==> config.mk <==
export PLATFORM = sky130hd
export DESIGN_NAME = button_event_encoder
export DESIGN_NICKNAME = d
export VERILOG_FILES = /design/src/rtl/simon_pkg.sv /design/src/rtl/btn_debounce_sync.sv /design/src/rtl/button_event_encoder.sv
export SDC_FILE = /design/constraint.sdc
export NUM_CORES = 1
export LEC_CHECK = 0
export ABC_CLOCK_PERIOD_IN_PS = 4220
export BUFFER_PORTS_ARGS = -buffer_cell sky130_fd_sc_hd__buf_2
export CAP_MARGIN = 20
export CORE_MARGIN = 5
export CORE_UTILIZATION = 60
export DETAILED_ROUTE_END_ITERATION = 10
export PLACE_DENSITY = 0.79
export SETUP_SLACK_MARGIN = 0.05
export SLEW_MARGIN = 30
export SYNTH_ARGS = -nofsm -noshare
export SYNTH_HDL_FRONTEND = slang
export SYNTH_SLANG_ARGS = --single-unit
==> constraint.sdc <==
create_clock -name clk -period 4.22 [get_ports clk]
set_input_delay 0.211 -clock clk [delete_from_list [all_inputs] [get_ports clk]]
set_output_delay 0.211 -clock clk [all_outputs]
set_load 0.02 [all_outputs]
==> src/rtl/simon_pkg.sv <==
// Purpose: shared types and helpers for the button-to-game-FSM interface.
// Latency: n/a (types, constants and pure functions only).
// Backpressure: n/a.
// Contents: evt_state_t (event FSM states), colour_t (2-bit colour index),
//           is_onehot(), encode_onehot() (also used by the game FSM side).
package simon_pkg;

  localparam int unsigned NUM_BTN = 4;

  typedef enum logic [1:0] {
    ST_IDLE      = 2'd0,  // no event pending, buttons released
    ST_PEND_HELD = 2'd1,  // event pending, button still down
    ST_PEND_REL  = 2'd2,  // event pending, all buttons released
    ST_WAIT_REL  = 2'd3   // event consumed or rejected, waiting for release
  } evt_state_t;

  typedef logic [1:0] colour_t;

  // v & (v-1) clears the lowest set bit; zero afterwards means at most one bit.
  function automatic logic is_onehot(input logic [NUM_BTN-1:0] v);
    return (v != '0) && ((v & (v - 4'd1)) == '0);
  endfunction

  // Only meaningful for one-hot input; highest set bit wins otherwise.
  function automatic colour_t encode_onehot(input logic [NUM_BTN-1:0] v);
    colour_t idx;
    idx = '0;
    for (int i = 0; i < NUM_BTN; i++) begin
      if (v[i]) idx = colour_t'(i);
    end
    return idx;
  endfunction

endpackage

==> src/rtl/btn_debounce_sync.sv <==
// Purpose: synchronise and debounce a 4-bit raw button vector.
// Latency: SYNC_STAGES + DEBOUNCE_CYCLES edges from first sampling edge to o_stable.
// Backpressure: none; free-running.
// Ports: clk, rst_n (async active-low), i_btn (raw async levels),
//        o_stable (debounced vector).
module btn_debounce_sync
  import simon_pkg::*;
#(
  parameter int unsigned DEBOUNCE_CYCLES = 1_000_000,
  parameter int unsigned CNT_W           = 20,
  parameter int unsigned SYNC_STAGES     = 2
) (
  input  logic               clk,
  input  logic               rst_n,
  input  logic [NUM_BTN-1:0] i_btn,
  output logic [NUM_BTN-1:0] o_stable
);

  localparam logic [CNT_W-1:0] CNT_COMMIT = CNT_W'(DEBOUNCE_CYCLES - 1);
  localparam logic [CNT_W-1:0] CNT_MAX    = '1;

  logic [NUM_BTN-1:0] r_sync [SYNC_STAGES];
  logic [NUM_BTN-1:0] r_prev;
  logic [NUM_BTN-1:0] r_stable;
  logic [CNT_W-1:0]   r_cnt;

  logic [NUM_BTN-1:0] w_sync_btn;
  logic [CNT_W-1:0]   w_cnt_nxt;
  logic               w_commit;

  assign w_sync_btn = r_sync[SYNC_STAGES-1];

  // Commit on the edge where the counter arrives at DEBOUNCE_CYCLES-1, so the
  // synchronised value has been seen unchanged for DEBOUNCE_CYCLES cycles.
  always_comb begin
    w_cnt_nxt = r_cnt;
    if (w_sync_btn != r_prev) begin
      w_cnt_nxt = '0;
    end else if (r_cnt != CNT_MAX) begin
      w_cnt_nxt = r_cnt + 1'b1;
    end
    w_commit = (w_cnt_nxt == CNT_COMMIT) && (w_sync_btn != r_stable);
  end

  always_ff @(posedge clk or negedge rst_n) begin
    if (!rst_n) begin
      for (int i = 0; i < SYNC_STAGES; i++) r_sync[i] <= '0;
      r_prev   <= '0;
      r_cnt    <= '0;
      r_stable <= '0;
    end else begin
      r_sync[0] <= i_btn;
      for (int i = 1; i < SYNC_STAGES; i++) r_sync[i] <= r_sync[i-1];
      r_prev <= w_sync_btn;
      r_cnt  <= w_cnt_nxt;
      if (w_commit) r_stable <= w_sync_btn;
    end
  end

  assign o_stable = r_stable;

endmodule

==> src/rtl/button_event_encoder.sv <==
// Purpose: turn bouncing push-buttons into held single press events {valid, index}.
// Latency: SYNC_STAGES + DEBOUNCE_CYCLES + 1 edges from first sampling edge to evt_valid.
// Backpressure: event held until evt_ready; presses arriving while pending are dropped.
// Ports: clk, reset_n (async active-low), btn[3:0] raw levels, evt_valid/evt_val/
//        evt_ready handshake, stable_btn debounced echo, multi_err and drop_pulse
//        one-cycle status pulses.
module button_event_encoder
  import simon_pkg::*;
#(
  parameter int unsigned DEBOUNCE_CYCLES = 1_000_000,
  parameter int unsigned CNT_W           = 20,
  parameter int unsigned SYNC_STAGES     = 2
) (
  input  logic               clk,
  input  logic               reset_n,
  input  logic [NUM_BTN-1:0] btn,
  output logic               evt_valid,
  output colour_t            evt_val,
  input  logic               evt_ready,
  output logic [NUM_BTN-1:0] stable_btn,
  output logic               multi_err,
  output logic               drop_pulse
);

  // Reset asserts asynchronously but releases on a clock edge, so no flop
  // sees reset removal close to its active edge.
  logic r_rst_meta;
  logic r_rst_sync;
  logic w_rst_n;

  always_ff @(posedge clk or negedge reset_n) begin
    if (!reset_n) begin
      r_rst_meta <= 1'b0;
      r_rst_sync <= 1'b0;
    end else begin
      r_rst_meta <= 1'b1;
      r_rst_sync <= r_rst_meta;
    end
  end

  assign w_rst_n = r_rst_sync;

  logic [NUM_BTN-1:0] w_stable;

  btn_debounce_sync #(
    .DEBOUNCE_CYCLES (DEBOUNCE_CYCLES),
    .CNT_W           (CNT_W),
    .SYNC_STAGES     (SYNC_STAGES)
  ) u_debounce (
    .clk      (clk),
    .rst_n    (w_rst_n),
    .i_btn    (btn),
    .o_stable (w_stable)
  );

  evt_state_t r_state;
  logic       r_valid;
  colour_t    r_val;
  logic       r_multi;
  logic       r_drop;

  evt_state_t w_state_nxt;
  logic       w_valid_nxt;
  colour_t    w_val_nxt;
  logic       w_multi_nxt;
  logic       w_drop_nxt;
  logic       w_accept;
  logic       w_zero;
  logic       w_onehot;

  always_comb begin
    w_state_nxt = r_state;
    w_valid_nxt = r_valid;
    w_val_nxt   = r_val;
    w_multi_nxt = 1'b0;
    w_drop_nxt  = 1'b0;
    w_accept    = r_valid & evt_ready;
    w_zero      = (w_stable == '0);
    w_onehot    = is_onehot(w_stable);

    case (r_state)
      ST_IDLE: begin
        if (w_onehot) begin
          w_state_nxt = ST_PEND_HELD;
          w_valid_nxt = 1'b1;
          w_val_nxt   = encode_onehot(w_stable);
        end else if (!w_zero) begin
          w_multi_nxt = 1'b1;
          w_state_nxt = ST_WAIT_REL;
        end
      end
      ST_PEND_HELD: begin
        if (w_accept) begin
          w_valid_nxt = 1'b0;
          w_state_nxt = w_zero ? ST_IDLE : ST_WAIT_REL;
        end else if (w_zero) begin
          w_state_nxt = ST_PEND_REL;
        end
      end
      ST_PEND_REL: begin
        // A press seen here was not seen from IDLE, so it is never reported,
        // even when it coincides with the accept of the pending event.
        if (w_accept) begin
          w_valid_nxt = 1'b0;
          if (w_zero) begin
            w_state_nxt = ST_IDLE;
          end else begin
            w_state_nxt = ST_WAIT_REL;
            w_drop_nxt  = w_onehot;
          end
        end else if (!w_zero) begin
          w_state_nxt = ST_PEND_HELD;
          w_drop_nxt  = w_onehot;
        end
      end
      ST_WAIT_REL: begin
        if (w_zero) w_state_nxt = ST_IDLE;
      end
      default: begin
        w_state_nxt = ST_IDLE;
        w_valid_nxt = 1'b0;
      end
    endcase
  end

  always_ff @(posedge clk or negedge w_rst_n) begin
    if (!w_rst_n) begin
      r_state <= ST_IDLE;
      r_valid <= 1'b0;
      r_val   <= '0;
      r_multi <= 1'b0;
      r_drop  <= 1'b0;
    end else begin
      r_state <= w_state_nxt;
      r_valid <= w_valid_nxt;
      r_val   <= w_val_nxt;
      r_multi <= w_multi_nxt;
      r_drop  <= w_drop_nxt;
    end
  end

  assign evt_valid  = r_valid;
  assign evt_val    = r_val;
  assign stable_btn = w_stable;
  assign multi_err  = r_multi;
  assign drop_pulse = r_drop;

endmodule

==> results.py <==
metrics = {
    "clock_tree": {
        "ctsRootBufferMaster": "clkbuf_8",
        "clock_sinks": 45,
        "cts_buffers": 5,
        "cts_max_level": 2,
        "insertion_delay_ns": 0.30,
        "clockBufferDepth": 2,
        "cts_tree": "done",
        "clkTransAtPathRegs_ns": 0.09,
    },
    "timing": {
        "fin_crit_sh_pct": 76.7,
        "post-route-min-period_ns": 3.24,
        "setup_viol": 0,
        "hold_viol": 0,
        "tightestPinTransition_ns": 0.542,
        "drv_slew": 0,
        "setup_tns_ns": 0,
        "max_freq_mhz": 309,
        "slew_headroom_pct": 63.5,
        "worst_hold_slack_ns": 0.0193,
        "rsz0062_at_grt": "no",
        "finClkSkew_ns": 0.00572,
    },
    "yosys": {
        "synth.top_cells.by_count": "45 x dfrtp_1, 19 x a21oi_1, 19 x nor2_1",
        "synth_top_area_share_pct": 47.8,
        "synth_edf_count": 0,
        "yosysTopAreaCell": "dfrtp_1",
        "yosys-top-cells-area": "dfrtp_1 48%, xnor2_1 4.8%, a21oi_1 4.0%, ha_1 3.2%, nor2_1 3.0%",
        "synth_seq_cells": 45,
        "yosys_warnings": 0,
        "ys.flop_type": "dfrtp_1",
        "synth_most_common_cell": "dfrtp_1",
        "postSynthCellCount": 232,
        "ys_seq_area_share_pct": 47.8,
        "postSynth.asyncResetShare_pct": 100,
        "syn_nets": 245,
        "syn_area_mm2": 0.00235,
        "ys_types": 47,
        "avgSynthCellArea_um2": 10.1,
    },
    "critical_path": {
        "rr_startpoint": "u_debounce.r_cnt[0]$_DFF_PN0_",
        "crit_slowest_cell": "or4_1",
        "r2r_cells": 8,
        "crit_fanout": 10,
        "cp.required_ns": 4.41,
        "critPathArrivalTime_ns": 3.43,
        "cp-start-kind": "flop",
        "regToRegEndpoint": "u_debounce.o_stable[3]$_DFFE_PN0P_",
        "end_kind": "flop",
        "max_stage_delay_ns": 0.66,
        "crit_type": "flop to flop",
        "r2r_slack_ns": 0.98,
        "cp_cell_sequence": "ha_1 -> nand4_2 -> nor4_4 -> nand2_1 -> a21oi_1 -> nand3b_1 -> or4_1 -> mux2_4",
    },
    "placed_design": {
        "port_buffers": 15,
        "gp_congestion": 0.863,
        "dp_hpwl_um": 3110,
    },
    "route": {
        "wl_um": 4330,
        "drt_iter0_markers": 102,
        "ant_nets": 0,
        "vias": 1771,
        "routedWlPerCell_um": 14.4,
        "drc": 0,
        "vias_per_cell": 5.90,
        "drt_first_pass_iters": 4,
    },
    "die": {
        "rows": 22,
        "io_pins": 16,
        "initial_core_util_pct": 62.9,
        "core_area_mm2": 0.00374,
        "die_width_um": 72.6,
        "fp.dieArea_mm2": 0.00528,
        "die_y_um": 72.6,
    },
    "grt": {
        "grt_overflow_total": 0,
        "grt_max_degree": 44,
        "antenna_found_initial": 0,
        "grt_first_pass_wirelength_um": 7760,
        "grt_usage_pct": 18.6,
        "grt_pass1_vias": 1705,
    },
    "min_path": {
        "min_from": "btn[3]",
        "worstHoldPathType": "primary input to flop",
        "hold_end": "u_debounce.r_sync[7]$_DFF_PN0_",
        "hold_depth": 1,
    },
    "outcome": {
        "outcome": "completed",
    },
    "power": {
        "leakagePower_nw": 1.15,
        "combPwrFrac_pct": 2.5,
        "p_sw_share_pct": 22.3,
        "switchingPower_uw": 168,
        "p_clk_share_pct": 37.6,
        "ir_worst_vdd_mv": 0.282,
        "p_per_area_mw_per_mm2": 289,
        "intPower_uw": 584,
        "p_total_uw": 752,
        "seq_power_share_pct": 59.9,
    },
    "finish": {
        "ff_latch_area_mm2": 0.00113,
        "fillers": 308,
        "drive_above_1_share_pct": 14.3,
        "syn2layout_area_growth_pct": 10.8,
        "nets": 264,
        "multiInputGateArea_mm2": 0.00117,
        "diodes": 0,
    },
    "job": {
        "maxCapViolations": 0,
    },
}
==> power groups by stage <==
stage	sequential, mW	clock (mW)	combinational, mW
after floorplan	0.456	0	0.0105
after global placement	0.459	0	0.0157
after detailed placement	0.460	0	0.0158
after CTS	0.451	0.293	0.0166
after global routing	0.454	0.315	0.0210
final	0.451	0.283	0.0186
==> how the worst max path moves through the flow <==
stage,startpoint,end,slack (ns),depth (start not counted)
final,u_debounce.r_cnt[0]$_DFF_PN0_,u_debounce.o_stable[3]$_DFFE_PN0P_,0.98,8
after detailed placement,u_debounce.r_cnt[0]$_DFF_PN0_,u_debounce.o_stable[1]$_DFFE_PN0P_,1.04,8
after global placement,u_debounce.r_cnt[0]$_DFF_PN0_,u_debounce.o_stable[1]$_DFFE_PN0P_,1.13,8
after floorplan,u_debounce.r_cnt[0]$_DFF_PN0_,u_debounce.o_stable[0]$_DFFE_PN0P_,1.36,9
after CTS,u_debounce.r_cnt[0]$_DFF_PN0_,u_debounce.o_stable[3]$_DFFE_PN0P_,1.01,8
after global routing,u_debounce.r_cnt[0]$_DFF_PN0_,u_debounce.o_stable[3]$_DFFE_PN0P_,0.75,8
==> state kept, by name, summed over array words and instances (netlist names) <==
name and flops:
u_debounce.r_sync 4, drop_pulse 1, evt_val 2, r_state 2
r_rst_sync 1, u_debounce.r_prev 4, u_debounce.r_cnt 20, multi_err 1
u_debounce.o_stable 4, u_debounce.w_sync_btn 4, evt_valid 1, r_rst_meta 1
==> final cells by class <==
type                       count  share of cell area, %
clock inverter                 2                  0.672
multi-input combinational    172                   44.8
clock buffer                   6                   3.17
inverter                       7                   1.01
timing repair buffer          20                   4.70
tap                           48                   2.30
sequential                    45                   43.3
==> cell families after synthesis <==
group / synth area share [%]
mux: 4.25
other cells: 0.159
xor+xnor: 7.44
flops: 47.8
buf+inv: 2.50
compound gates: 15.6
simple gates: 19.0
fa+ha+maj: 3.19
==> timing repair <==
| action | CTS | global route |
|---|---|---|
| hold buffers | 1 | 3 |
| hold endpoints to repair | 2 | 3 |
| resized for setup | 0 | 0 |
| setup buffers | 0 | 0 |
==> per-stage QoR <==
stage	instance area, um^2	utilization, %	worst slack [ns]	cells
after floorplan	2350	-	1.36	232
after global placement	2460	65.8	1.13	288
after detailed placement	2460	65.8	1.04	288
after CTS	2570	68.8	1.01	297
after global routing	2610	69.7	0.747	300
final	2610	69.7	0.982	300
==> metal layers <==
layer  vias to the layer above  part of all wire, %  global-route usage [%]
li1                        876                    -                       -
met1                       851                   49                    25.9
met2                        38                   44                    27.9
met3                         6                  5.7                    5.51
met4                         0                  1.4                    6.15
met5                         -                    0                       0
==> cell usage in the layout (no fill, tap or decap), types with 3 or more instances in the layout <==
cell           instances
buf_2                 15
o31ai_1                4
or3_1                  4
and2_1                 8
a211oi_1               5
clkbuf_8               6
dfrtp_1               44
dlygate4sd3_1          4
nor2_1                19
o21ai_0                8
ha_1                   6
and3_1                 5
a21oi_1               19
nand4_1                5
nor3_1                 4
mux2i_1                4
xnor2_1               13
nand2_1               17
a31oi_1                3
nand3_1                7
xor2_1                 7
mux2_4                 4
inv_1                  7
==> worst max-delay path, delay by kind of cell (launching register included) <==
kind / cells / cell delay, ns
simple gates: 5 / 1.79
flops: 1 / 0.45
mux: 1 / 0.34
fa+ha+maj: 1 / 0.32
compound gates: 1 / 0.23
Note: power is estimated with default switching activity, not from simulation.
